**src/rtl/ass13_resp_decoder.sv**
```systemverilog
// Receive-side decoder and lock-up watchdog for the ass13 controller's 25-bit
// output word: classifies each word, tracks repeated actions, raises sticky alarms.
module ass13_resp_decoder #(
  parameter int unsigned REP_LIMIT = 8,
  parameter int unsigned CW        = 4,
  parameter bit          INV_ALARM = 1'b1
) (
  input  logic          clk,
  input  logic          rst_i,
  input  logic          in_valid_i,
  input  logic [24:0]   y_in_i,
  input  logic          clr_alarm_i,
  output logic          out_valid_o,
  output logic [3:0]    code_o,
  output logic [4:0]    dest_state_o,
  output logic          invalid_o,
  output logic [CW-1:0] rep_cnt_o,
  output logic          lock_alarm_o,
  output logic          inv_alarm_o,
  output logic [15:0]   word_cnt_o,
  output logic [1:0]    fsm_state_o
);

  typedef enum logic [1:0] {
    S_IDLE  = 2'd0,
    S_TRACK = 2'd1,
    S_ALARM = 2'd2
  } state_e;

  localparam logic [CW-1:0] REP_MAX = '1;
  localparam logic [CW-1:0] REP_LIM = CW'(REP_LIMIT);

  logic          out_valid_q, out_valid_d;
  logic [3:0]    code_q, code_d;
  logic [4:0]    dest_q, dest_d;
  logic          invalid_q, invalid_d;
  logic [CW-1:0] rep_q, rep_d;
  logic [3:0]    prev_q, prev_d;
  logic          lock_q, lock_d;
  logic          inv_q, inv_d;
  logic [15:0]   word_q, word_d;
  state_e        state_q, state_d;

  logic [3:0]    dec_code;
  logic [4:0]    dec_dest;
  logic          dec_bad;
  logic          lock_set;
  logic          inv_set;

  // Exact match on the whole word; anything outside the legal set is invalid.
  always_comb begin
    // NOTE: every output of a combinational block gets a default first, so no path can infer a latch.
    dec_code = 4'd0;
    dec_dest = 5'd0;
    dec_bad  = 1'b0;
    case (y_in_i)
      25'h0000000: begin dec_code = 4'd0;  dec_dest = 5'd1;  end
      25'h0000400: begin dec_code = 4'd1;  dec_dest = 5'd2;  end
      25'h000007A: begin dec_code = 4'd2;  dec_dest = 5'd3;  end
      25'h0402078: begin dec_code = 4'd3;  dec_dest = 5'd4;  end
      25'h0010100: begin dec_code = 4'd4;  dec_dest = 5'd0;  end
      25'h000C088: begin dec_code = 4'd5;  dec_dest = 5'd6;  end
      25'h004000E: begin dec_code = 4'd6;  dec_dest = 5'd7;  end
      25'h08000C8: begin dec_code = 4'd7;  dec_dest = 5'd8;  end
      25'h000403A: begin dec_code = 4'd8;  dec_dest = 5'd9;  end
      25'h0000300: begin dec_code = 4'd9;  dec_dest = 5'd10; end
      25'h010200C: begin dec_code = 4'd10; dec_dest = 5'd11; end
      25'h000084A: begin dec_code = 4'd11; dec_dest = 5'd12; end
      25'h0003038: begin dec_code = 4'd12; dec_dest = 5'd13; end
      25'h02A8008: begin dec_code = 4'd13; dec_dest = 5'd14; end
      25'h1020003: begin dec_code = 4'd14; dec_dest = 5'd17; end
      25'h00A000A: begin dec_code = 4'd15; dec_dest = 5'd19; end
      default:     dec_bad = 1'b1;
    endcase
  end

  always_comb begin
    out_valid_d = in_valid_i;
    code_d      = code_q;
    dest_d      = dest_q;
    invalid_d   = invalid_q;
    rep_d       = rep_q;
    prev_d      = prev_q;
    word_d      = word_q;
    lock_d      = lock_q;
    inv_d       = inv_q;
    state_d     = state_q;
    lock_set    = 1'b0;
    inv_set     = 1'b0;

    if (in_valid_i) begin
      code_d    = dec_code;
      dest_d    = dec_dest;
      invalid_d = dec_bad;
      inv_set   = dec_bad;
      if (word_q != 16'hFFFF) word_d = word_q + 16'd1;

      // Repeat tracking is frozen while the alarm is being serviced.
      if (state_q != S_ALARM) begin
        if (dec_bad) begin
          rep_d  = '0;
          prev_d = 4'd0;
        end else begin
          if (dec_code != 4'd0 && dec_code == prev_q)
            rep_d = (rep_q == REP_MAX) ? rep_q : rep_q + CW'(1);
          else
            rep_d = (dec_code != 4'd0) ? CW'(1) : '0;
          prev_d   = dec_code;
          lock_set = (rep_d == REP_LIM);
          if (state_q == S_IDLE) state_d = S_TRACK;
        end
      end
    end

    if (lock_set) lock_d = 1'b1;
    if (inv_set)  inv_d  = 1'b1;

    // A clear never swallows an alarm raised in the same cycle.
    if (clr_alarm_i) begin
      lock_d  = lock_set;
      inv_d   = inv_set;
      rep_d   = '0;
      prev_d  = 4'd0;
      word_d  = 16'd0;
      state_d = S_IDLE;
    end
    if (lock_set || (inv_set && INV_ALARM)) state_d = S_ALARM;
  end

  always_ff @(posedge clk) begin
    // NOTE: sequential state uses non-blocking assignments so all registers update from pre-edge values.
    if (rst_i) begin
      out_valid_q <= 1'b0;
      code_q      <= 4'd0;
      dest_q      <= 5'd0;
      invalid_q   <= 1'b0;
      rep_q       <= '0;
      prev_q      <= 4'd0;
      lock_q      <= 1'b0;
      inv_q       <= 1'b0;
      word_q      <= 16'd0;
      state_q     <= S_IDLE;
    end else begin
      out_valid_q <= out_valid_d;
      code_q      <= code_d;
      dest_q      <= dest_d;
      invalid_q   <= invalid_d;
      rep_q       <= rep_d;
      prev_q      <= prev_d;
      lock_q      <= lock_d;
      inv_q       <= inv_d;
      word_q      <= word_d;
      state_q     <= state_d;
    end
  end

  assign out_valid_o  = out_valid_q;
  assign code_o       = code_q;
  assign dest_state_o = dest_q;
  assign invalid_o    = invalid_q;
  assign rep_cnt_o    = rep_q;
  assign lock_alarm_o = lock_q;
  assign inv_alarm_o  = inv_q;
  assign word_cnt_o   = word_q;
  assign fsm_state_o  = state_q;

endmodule

```
**config.mk**
```make
export PLATFORM = sky130hd
export DESIGN_NAME = ass13_resp_decoder
export DESIGN_NICKNAME = d
export VERILOG_FILES = /design/src/rtl/ass13_resp_decoder.sv
export SDC_FILE = /design/constraint.sdc
export NUM_CORES = 1
export LEC_CHECK = 0
export CAP_MARGIN = 20
export CORE_MARGIN = 2
export CORE_UTILIZATION = 55
export CTS_BUF_LIST = sky130_fd_sc_hd__clkbuf_4
export CTS_CLUSTER_SIZE = 24
export DETAILED_ROUTE_END_ITERATION = 10
export HOLD_SLACK_MARGIN = 0.02
export PLACE_DENSITY = 0.95
export SYNTH_ARGS = -nofsm -noshare
export SYNTH_HDL_FRONTEND = slang
export SYNTH_SLANG_ARGS = --single-unit
```
**constraint.sdc**
```tcl
create_clock -name clk -period 5.86 [get_ports clk]
set_clock_uncertainty 0.2 [all_clocks]
set_input_delay 0.586 -clock clk [delete_from_list [all_inputs] [get_ports clk]]
set_output_delay 0.586 -clock clk [all_outputs]
set_load 0.005 [all_outputs]
```
-- Yosys cells after proc, flatten, opt, wreduce, memory -nomap -nowiden
Cells that the tools add are included.
- output and inout port bits: 35
- input bits: 29
- word-level logic and storage cells: 76
- register bits after elaboration: 39
- reductions and logical operators: 18
- mux-type cells: 25
- equal/unequal tests: 20
- add/subtract/negate cells: 2
- operators with widths (operator ; count):
    5-bit case mux with 15 select lines ; 1
    4-bit case mux with 15 select lines ; 1
    4-bit 2-to-1 mux ; 7
    25-bit by 10-bit == test with 1-bit output, second input constant ; 1
    25-bit by 11-bit == test with 1-bit output, second input constant ; 1
    25-bit by 12-bit == test with 1-bit output, second input constant ; 1
    25-bit by 14-bit == test with 1-bit output, second input constant ; 1
    25-bit by 15-bit == test with 1-bit output, second input constant ; 1
    25-bit by 16-bit == test with 1-bit output, second input constant ; 1
    25-bit by 17-bit == test with 1-bit output, second input constant ; 1
    25-bit by 19-bit == test with 1-bit output, second input constant ; 1
    25-bit by 20-bit == test with 1-bit output, second input constant ; 1
    25-bit by 21-bit == test with 1-bit output, second input constant ; 1
    25-bit by 22-bit == test with 1-bit output, second input constant ; 1
    25-bit by 23-bit == test with 1-bit output, second input constant ; 1
    25-bit by 24-bit == test with 1-bit output, second input constant ; 1
    25-bit == test, second input constant ; 1
    25-bit by 7-bit == test with 1-bit output, second input constant ; 1
    25-bit logical NOT ; 1
    16-bit by 1-bit adder with 16-bit output, second input constant ; 1
    16-bit != test, second input constant ; 1
    16-bit OR reduction ; 1
    2-bit 2-to-1 mux ; 6
    3-bit nonzero test ; 4
    14 further kinds ; 27

-- Longest topological paths before layout
Gate-level depths: netlist of run 1.
- depth in word-level cells: 15
- depth in mapped cells: 9
- depth with buffers taken out: 8

-- Worst setup path after synthesis of run 1
Ideal clock, no wire load.
- kind: input port to flip-flop
- from: input y_in_i[5]
- to: register rep_q[0], in the netlist rep_cnt_o[0]
- library setup time: 119 ps
- buffers on the path: 0
- arrival time: 2858 ps
- setup slack: 2683 ps
- data required time: 5541 ps
- stages on the path: 8
- cells stage by stage: or4_4 -> or4_4 -> o22ai_1 -> nor4_1 -> xnor2_1 -> nor3_4 -> a41oi_2 -> o221a_2
- word-level cells in the longest chain between the ends: 9
- elaborated cells on any way between the ends: 27
- classes of those cells: 16 x eq/ne; 7 x mux; 4 x reduce/logical
- RTL lines (element ; line ; text):
    start, declared ; 11 ; input logic [24:0] y_in_i,
    25-bit by 20-bit == test with 1-bit output (tied with other cells) ; 56 ; case (y_in_i)
    4-bit case mux with 15 select lines ; 56 ;
    4-bit nonzero test or 4-bit == test (tied branches) ; 104, 107 ;
    1-bit 2-to-1 mux or 1-bit logical AND (tied branches) ; 107, 104 ;
    4-bit 2-to-1 mux ; 104 ; if (dec_code != 4'd0 && dec_code == prev_q)
    4-bit 2-to-1 mux ; 100 ; if (dec_bad) begin
    4-bit 2-to-1 mux ; 99 ; if (state_q != S_ALARM) begin
    4-bit 2-to-1 mux ; 91 ; if (in_valid_i) begin
    4-bit 2-to-1 mux * ; 100 ;
    end signal, assigned ; 148 ; rep_q <= rep_d;
    end, declared ; 37 ; logic [CW-1:0] rep_q, rep_d;
Mark *: on every way between the ends. The rest lies on a longest branch, timed or not. The select of a mux whose other input is x is not followed.
A chain may end at the register's enable or synchronous reset.

-- Worst setup path in the final report of run 1
- from: input y_in_i[13]
- to: register rep_q[0], in the netlist rep_cnt_o[0]
The elaborated chain is that of the path after synthesis.

==> metrics.txt, run 1 <==
# TYPE chip_impl_metric gauge
chip_impl_info{name="synth.most_common_cell",value="nor2_1"} 1
chip_impl_metric{name="post_synth_top_area_share",unit=""} 0.2946
chip_impl_info{name="cts_root_buffer",value="clkbuf_4"} 1
chip_impl_metric{name="detailed_place_hpwl",unit="um"} 6269
chip_impl_metric{name="post-layout-total-power",unit="mW"} 0.5062
chip_impl_metric{name="ir_worst_vdd",unit="V"} 0.0001034
chip_impl_metric{name="ant_nets_after_route",unit=""} 0
chip_impl_info{name="synth-main-ff-cell",value="dfxtp_1"} 1
chip_impl_metric{name="chip_width",unit="um"} 73.42
chip_impl_info{name="setup.worst_path.start_class",value="primary input"} 1
chip_impl_info{name="tritoncts",value="built"} 1
chip_impl_metric{name="number_of_global_route_vias_before_repair",unit=""} 2775
chip_impl_metric{name="dp_slack",unit="ns"} 1.862
chip_impl_metric{name="number_of_clock_sinks",unit=""} 39
chip_impl_metric{name="p_leak",unit="nW"} 1.028
chip_impl_metric{name="die_area",unit="sq mm"} 0.005390
chip_impl_metric{name="period_minus_slack",unit="ns"} 3.675
chip_impl_metric{name="synth-edff-count",unit=""} 0
chip_impl_metric{name="synth_xor_xnor_area_share",unit=""} 0.04627
chip_impl_info{name="run_status",value="complete, no violations"} 1
chip_impl_metric{name="timing.final.hold_violations",unit=""} 0
chip_impl_info{name="crit_path_top_delay_cell",value="nor4_2"} 1
chip_impl_metric{name="detail_route.wl_per_cell",unit="um"} 17.55
chip_impl_metric{name="synthToLayoutAreaGrowth",unit="%"} 27.48
chip_impl_info{name="worst_setup_path_end_kind",value="flip-flop"} 1
chip_impl_metric{name="syn-num-nets",unit=""} 373
chip_impl_metric{name="synth_compound_area_frac",unit=""} 0.1549
chip_impl_metric{name="stdcell_area",unit="sq mm"} 0.003378
chip_impl_metric{name="replace_congestion",unit=""} 1.055
chip_impl_metric{name="ys_types",unit=""} 56
chip_impl_metric{name="syn_avg_cell_area",unit="sq um"} 7.749
chip_impl_metric{name="diodes",unit=""} 0
chip_impl_info{name="hold_class",value="reg -> reg"} 1
chip_impl_metric{name="worst-path-max-fanout",unit=""} 11
chip_impl_metric{name="setup_total_negative_slack",unit="ns"} 0
chip_impl_metric{name="fillers",unit=""} 410
chip_impl_metric{name="report.final.slew_viol_count",unit=""} 0
chip_impl_metric{name="h-tree-depth",unit=""} 2
chip_impl_metric{name="grt-ovfl-total",unit=""} 0
chip_impl_info{name="path_cells",value="clkdlybuf4s50_1, nor4_2, nand4_1, o22ai_1, nor4_1, xnor2_1, nor3_4, a41oi_2, o221a_2"} 1
chip_impl_metric{name="number_of_antenna_violations_at_the_first_check_in_global_routing",unit=""} 0
chip_impl_metric{name="grt_max_degree",unit=""} 27
chip_impl_metric{name="clkTransAtPathRegs",unit="ns"} 0.11
chip_impl_metric{name="design.portCount",unit=""} 64
chip_impl_metric{name="finalWirelength",unit="um"} 8057
chip_impl_info{name="worst-setup-path-type",value="in -> reg"} 1
chip_impl_metric{name="synth-seq-cells",unit=""} 39
chip_impl_metric{name="post_dp_cell_area",unit="sq mm"} 0.003316
chip_impl_metric{name="drtIter0Drc",unit=""} 304
chip_impl_metric{name="hold_buffers",unit=""} 0
chip_impl_metric{name="grt_usage",unit=""} 0.3060
chip_impl_metric{name="rows",unit=""} 25
chip_impl_metric{name="crit_required",unit="ns"} 5.91
chip_impl_info{name="synth_top_cells_by_area",value="dfxtp_1 (29%), nor2_1 (7.5%), nand4_1 (5.4%)"} 1
chip_impl_metric{name="async_flop_share",unit=""} 0
chip_impl_metric{name="timing.final.crit_share",unit=""} 0.6271
chip_impl_metric{name="clock_buffer_count_from_cts",unit=""} 5
chip_impl_metric{name="drive_gt1_frac",unit=""} 0.06667
chip_impl_info{name="leading_post_synthesis_cells_by_instance_count",value="nor2_1 (53), dfxtp_1 (39), nor3_1 (27)"} 1
chip_impl_metric{name="max_clock_freq",unit="MHz"} 272.1
chip_impl_metric{name="max-slew-margin-rel",unit=""} 0.4023
chip_impl_metric{name="chipHeight",unit="um"} 73.42
chip_impl_metric{name="synth-warning-count",unit=""} 0
chip_impl_metric{name="netlist_area",unit="sq mm"} 0.002650
chip_impl_metric{name="critPathMaxStageDelay",unit="ns"} 0.62
chip_impl_info{name="rsz0062_at_grt",value="false"} 1
chip_impl_metric{name="worst_pin_slew",unit="ns"} 0.8842
chip_impl_metric{name="floorplan.core_area",unit="sq mm"} 0.004692
chip_impl_metric{name="portBuffers",unit=""} 63
chip_impl_metric{name="cts.repair.resized",unit=""} 0
chip_impl_metric{name="post_synth_and_or_nand_nor_area_fraction",unit=""} 0.4618
chip_impl_metric{name="drt_drc_violations_left",unit=""} 0
chip_impl_info{name="largest_family_of_logic_cells_by_synthesized_area",value="simple AND/OR/NAND/NOR gates"} 1
chip_impl_metric{name="initial_utilization",unit=""} 0.5648
chip_impl_metric{name="finish.net_count",unit=""} 435
chip_impl_metric{name="synthesis.instances",unit=""} 342
chip_impl_metric{name="postCtsSetupBuffers",unit=""} 0
chip_impl_metric{name="maximum_clock_path_buffer_count",unit=""} 2
chip_impl_metric{name="finalSetupViolCount",unit=""} 0
chip_impl_info{name="synth_area_leader_cell",value="dfxtp_1"} 1
chip_impl_metric{name="cap_viol_max_count",unit=""} 0
chip_impl_metric{name="firstDrtPassIters",unit=""} 7
chip_impl_metric{name="cellPowerDensity",unit="mW/mm^2"} 149.8
chip_impl_metric{name="grt_first_pass_wirelength",unit="um"} 13020
chip_impl_metric{name="synth.area.mux_share",unit=""} 0.009443
chip_impl_metric{name="final.setup.worst_slack",unit="ns"} 2.185
chip_impl_metric{name="yosysSeqAreaShare",unit=""} 0.2946
chip_impl_metric{name="crit_arrival",unit="ns"} 3.73
chip_impl_metric{name="clk-insertion-delay-late",unit="ns"} 0.35
chip_impl_metric{name="fin_worst_hold_slack",unit="ns"} 0.2798
chip_impl_metric{name="route.vias.total",unit=""} 3082
chip_impl_metric{name="synth_fa_ha_area_frac",unit=""} 0.009443
chip_impl_metric{name="vias_per_cell",unit=""} 6.715
-- area by class of cell --
type	instances	area, sq um	area share
clock buffer	6	45.04	0.01333
clock inverter	2	12.51	0.003704
inverter	6	22.52	0.006667
multi-input combinational	287	1807	0.5348
sequential	39	780.7	0.2311
tap	54	67.56	0.02000
timing repair buffer	65	643.1	0.1904
-- state kept, by name, indices dropped and copies added, names as in the netlist --
name,count
invalid_o,1
out_valid_o,1
inv_alarm_o,1
fsm_state_o,2
word_cnt_o,16
code_o,4
rep_cnt_o,4
prev_q,4
lock_alarm_o,1
dest_state_o,5
-- worst paths after layout --
| kind | startpoint | to | slack, ns | depth (start not counted) |
|---|---|---|---|---|
| setup / recovery | y_in_i[13] | rep_cnt_o[0] | 2.19 | 9 |
| hold / removal | invalid_o | invalid_o | 0.28 | 2 |
| setup reg to reg | word_cnt_o[7] | word_cnt_o[11] | 3.45 | 8 |
| hold reg to reg | invalid_o | invalid_o | 0.28 | 2 |
-- cells by family (layout without fill, tap and decap cells) --
group,after synthesis,in the layout
XOR/XNOR,14,14
flip-flops,39,39
AND/OR/NAND/NOR,211,211
AO/OA/AOI/OAI,58,58
multiplexers,2,2
adder cells (fa/ha/maj),2,2
buffers and inverters,16,79
-- power breakdown --
group / switching, mW / leakage, nW / internal [mW]
clock: 0.0888 / 0.0317 / 0.0510
combinational: 0.0474 / 0.679 / 0.0428
sequential: 0.00471 / 0.318 / 0.272
-- cell usage in the layout (no fill, tap or decap), types with 6 or more instances in the layout --
master / count
nor4_1: 9
nand3_1: 19
nand2_1: 13
a211oi_1: 15
dfxtp_1: 39
nor2_1: 53
nand4_1: 23
nand4b_1: 6
clkdlybuf4s50_1: 63
o22ai_1: 6
nor4b_1: 8
o21ai_0: 7
clkbuf_4: 6
and3_1: 6
inv_1: 6
a21oi_1: 12
nor3_1: 27
xor2_1: 10
-- stage by stage --
| step | cells | utilization |
|---|---|---|
| global route | 459 | 0.7200 |
| floorplan | 342 | - |
| CTS | 458 | 0.7189 |
| detailed placement | 450 | 0.7067 |
| finish | 459 | 0.7200 |
| global placement | 450 | 0.7067 |
-- per-layer routing --
metal	vias to the layer above	global-route usage	part of all wire	wire length, um
li1	1454	-	-	-
met1	1425	0.3956	0.42	3360
met2	165	0.5045	0.47	3822
met3	38	0.05213	0.070	566
met4	0	0.1253	0.038	308
met5	-	0	0	0
-- critical path, delay by kind of cell --
family	cells	cell delay, ns
simple gates	4	1.63
compound gates	3	0.83
buf+inv	1	0.48
xor+xnor	1	0.19
Power figures use the tool's default switching activity.
==> run 2, diff against run 1 <==
- CORE_UTILIZATION: 55 -> 52
- PLACE_DENSITY: 0.95 -> 0.94
- clock period: 5.86 -> 3.7 ns (I/O delays scaled with it)
==> run 2 against run 1 <==
Net effect:
- die area up 5.4%
- final cell count up 7.8%
- via count up 1.3%
- flip-flop and latch count unchanged
- global-route usage down 0.47 points
- register-to-register slack worse by 2.1 ns
- clock power up 110%
- combinational power up 71%
- hold slack better by 0.011 ns
- largest cell class unchanged
==> metrics.txt, run 2 (same netlist as run 1, synthesis figures left out) <==
# TYPE chip_impl_metric gauge
chip_impl_metric{name="h-tree-depth",unit=""} 2
chip_impl_metric{name="stdcell_area",unit="sq mm"} 0.003593
chip_impl_metric{name="post-layout-total-power",unit="mW"} 0.8801
chip_impl_info{name="layout.cells.most_common",value="clkdlybuf4s50_1"} 1
chip_impl_metric{name="post_dp_cell_area",unit="sq mm"} 0.003512
chip_impl_metric{name="finalSetupViolCount",unit=""} 0
chip_impl_metric{name="ff2ff_setup_slack",unit="ns"} 1.36
chip_impl_metric{name="seqPwrFrac",unit=""} 0.497
chip_impl_info{name="tritoncts",value="built"} 1
chip_impl_metric{name="clock_buffer_count_from_cts",unit=""} 5
chip_impl_metric{name="initial_utilization",unit=""} 0.5501
chip_impl_metric{name="maximum_clock_path_buffer_count",unit=""} 2
chip_impl_metric{name="die_area",unit="sq mm"} 0.005683
chip_impl_metric{name="number_of_clock_sinks",unit=""} 39
chip_impl_metric{name="largest_register_ffs",unit=""} 16
chip_impl_metric{name="detailed_place_hpwl",unit="um"} 6650
chip_impl_metric{name="drive_gt1_frac",unit=""} 0.1168
chip_impl_info{name="crit_path_end",value="rep_cnt_o[0]"} 1
chip_impl_metric{name="cellPowerDensity",unit="mW/mm^2"} 244.9
chip_impl_metric{name="stdcell_count",unit=""} 495
chip_impl_metric{name="clk-insertion-delay-late",unit="ns"} 0.35
chip_impl_metric{name="floorplan.core_area",unit="sq mm"} 0.004817
chip_impl_metric{name="worst_pin_slew",unit="ns"} 0.6554
chip_impl_metric{name="vias_per_cell",unit=""} 6.305
chip_impl_metric{name="route.vias.total",unit=""} 3121
chip_impl_info{name="crit_start",value="y_in_i[7]"} 1
chip_impl_info{name="run_status",value="complete, no violations"} 1
chip_impl_metric{name="diodes",unit=""} 0
chip_impl_metric{name="portBuffers",unit=""} 63
chip_impl_metric{name="power.share.clock",unit=""} 0.328
chip_impl_metric{name="timing.final.crit_share",unit=""} 0.8619
chip_impl_metric{name="grt-ovfl-total",unit=""} 0
chip_impl_metric{name="firstDrtPassIters",unit=""} 5
chip_impl_info{name="most-common-layout-cells",value="clkdlybuf4s50_1 (63), nor2_1 (53), dfxtp_1 (39)"} 1
chip_impl_metric{name="hold_buffers",unit=""} 0
chip_impl_metric{name="power_frac_comb",unit=""} 0.175
chip_impl_metric{name="number_of_antenna_violations_at_the_first_check_in_global_routing",unit=""} 0
chip_impl_metric{name="internal_power",unit="mW"} 0.6480
chip_impl_metric{name="grt_max_degree",unit=""} 26
chip_impl_info{name="hold_class",value="reg -> reg"} 1
chip_impl_metric{name="detail_route.wl_per_cell",unit="um"} 16.92
chip_impl_metric{name="max_clock_freq",unit="MHz"} 313.6
chip_impl_metric{name="p_leak",unit="nW"} 1.156
chip_impl_metric{name="drtIter0Drc",unit=""} 187
chip_impl_metric{name="number_of_global_route_vias_before_repair",unit=""} 2774
chip_impl_metric{name="period_minus_slack",unit="ns"} 3.189
chip_impl_metric{name="postCtsSetupBuffers",unit=""} 0
chip_impl_metric{name="crit_required",unit="ns"} 3.75
chip_impl_metric{name="cts.repair.resized",unit=""} 0
chip_impl_metric{name="clkTransAtPathRegs",unit="ns"} 0.12
chip_impl_metric{name="rows",unit=""} 25
chip_impl_metric{name="finish.net_count",unit=""} 458
chip_impl_info{name="reg2reg_to",value="word_cnt_o[15]"} 1
chip_impl_info{name="worst-setup-path-type",value="in -> reg"} 1
chip_impl_metric{name="report.final.slew_viol_count",unit=""} 0
chip_impl_metric{name="design.portCount",unit=""} 64
chip_impl_info{name="rsz0062_at_grt",value="false"} 1
chip_impl_info{name="setup.worst_path.start_class",value="primary input"} 1
chip_impl_metric{name="timing.final.hold_violations",unit=""} 0
chip_impl_metric{name="worst-path-max-fanout",unit=""} 7
chip_impl_metric{name="replace_congestion",unit=""} 0.9959
chip_impl_metric{name="max-slew-margin-rel",unit=""} 0.5569
chip_impl_metric{name="cap_viol_max_count",unit=""} 0
chip_impl_metric{name="ir_worst_vdd",unit="V"} 0.0002805
chip_impl_metric{name="grt_usage",unit=""} 0.3012
chip_impl_info{name="regToRegStartpoint",value="word_cnt_o[3]"} 1
chip_impl_metric{name="p_sw",unit="mW"} 0.2321
chip_impl_metric{name="reg2reg_depth",unit=""} 8
chip_impl_metric{name="crit_arrival",unit="ns"} 3.24
chip_impl_metric{name="finalWirelength",unit="um"} 8374
chip_impl_info{name="cts_root_buffer",value="clkbuf_4"} 1
chip_impl_metric{name="setup_total_negative_slack",unit="ns"} 0
chip_impl_metric{name="sw_share",unit=""} 0.2637
chip_impl_metric{name="synthToLayoutAreaGrowth",unit="%"} 35.60
chip_impl_metric{name="grt_first_pass_wirelength",unit="um"} 13210
chip_impl_metric{name="ant_nets_after_route",unit=""} 0
chip_impl_info{name="worst_setup_path_end_kind",value="flip-flop"} 1
chip_impl_metric{name="placed_cells",unit=""} 487
chip_impl_metric{name="chipHeight",unit="um"} 75.39
chip_impl_metric{name="fillers",unit=""} 394
chip_impl_metric{name="drt_drc_violations_left",unit=""} 0
chip_impl_metric{name="chip_width",unit="um"} 75.39
## run 2: cell type report
type	count	area (sq um)	area share
Multi-Input combinational cell	287	1807	0.5028
Sequential cell	39	780.7	0.2173
Clock buffer	5	37.54	0.01045
Inverter	6	22.52	0.006267
Tap cell	67	83.83	0.02333
Timing Repair Buffer	88	818.3	0.2277
Clock inverter	3	43.79	0.01219
## run 2: power by group through the flow
stage / logic (mW) / clock network (mW) / registers (mW)
CTS: 0.152 / 0.291 / 0.438
finish: 0.154 / 0.289 / 0.438
floorplan: 0.0600 / 0 / 0.447
global placement: 0.147 / 0 / 0.447
global route: 0.167 / 0.309 / 0.439
detailed placement: 0.152 / 0 / 0.447
## run 2: how the worst min path moves through the flow
stage               depth (start not counted)            start               to  slack [ns]
floorplan                                   1            rst_i      out_valid_o        0.24
global placement                            2        invalid_o        invalid_o        0.26
detailed placement                          2  dest_state_o[1]  dest_state_o[1]        0.27
CTS                                         2  dest_state_o[1]  dest_state_o[1]        0.29
global route                                2  dest_state_o[1]  dest_state_o[1]        0.31
finish                                      2  dest_state_o[1]  dest_state_o[1]        0.29
## run 2: routing by layer
metal  part of all wire  global-route usage  wire, um  up-vias
met5                  0                   0         0        -
met4              0.025              0.1033       211        0
met3              0.069             0.04762       576       20
met2               0.48              0.5130      4035      141
met1               0.42              0.3877      3551     1459
li1                   -                   -         -     1501
## run 2: through the flow
step	hold WS [ns]	util	worst slack (ns)
detailed placement	0.2703	0.7291	0.1626
global placement	0.2617	0.7291	0.2447
finish	0.2906	0.7460	0.5110
CTS	0.2909	0.7460	0.5419
global route	0.3086	0.7460	0.3780
floorplan	0.2416	-	0.7390
## run 2: worst max-delay path: stages
cell and delay [ns]:
clkdlybuf4s50_1 0.50, or4_4 0.55, or4_4 0.56, o22ai_1 0.24, nor4_1 0.09, xnor2_1 0.16
nor3_4 0.33, a41oi_2 0.15, o221a_2 0.28
==> run 3, diff against run 2 <==
- CTS_CLUSTER_SIZE: 24 -> 28
==> results of run 3 <==
No change in the layout: final DEF, timing and power equal those of run 2.
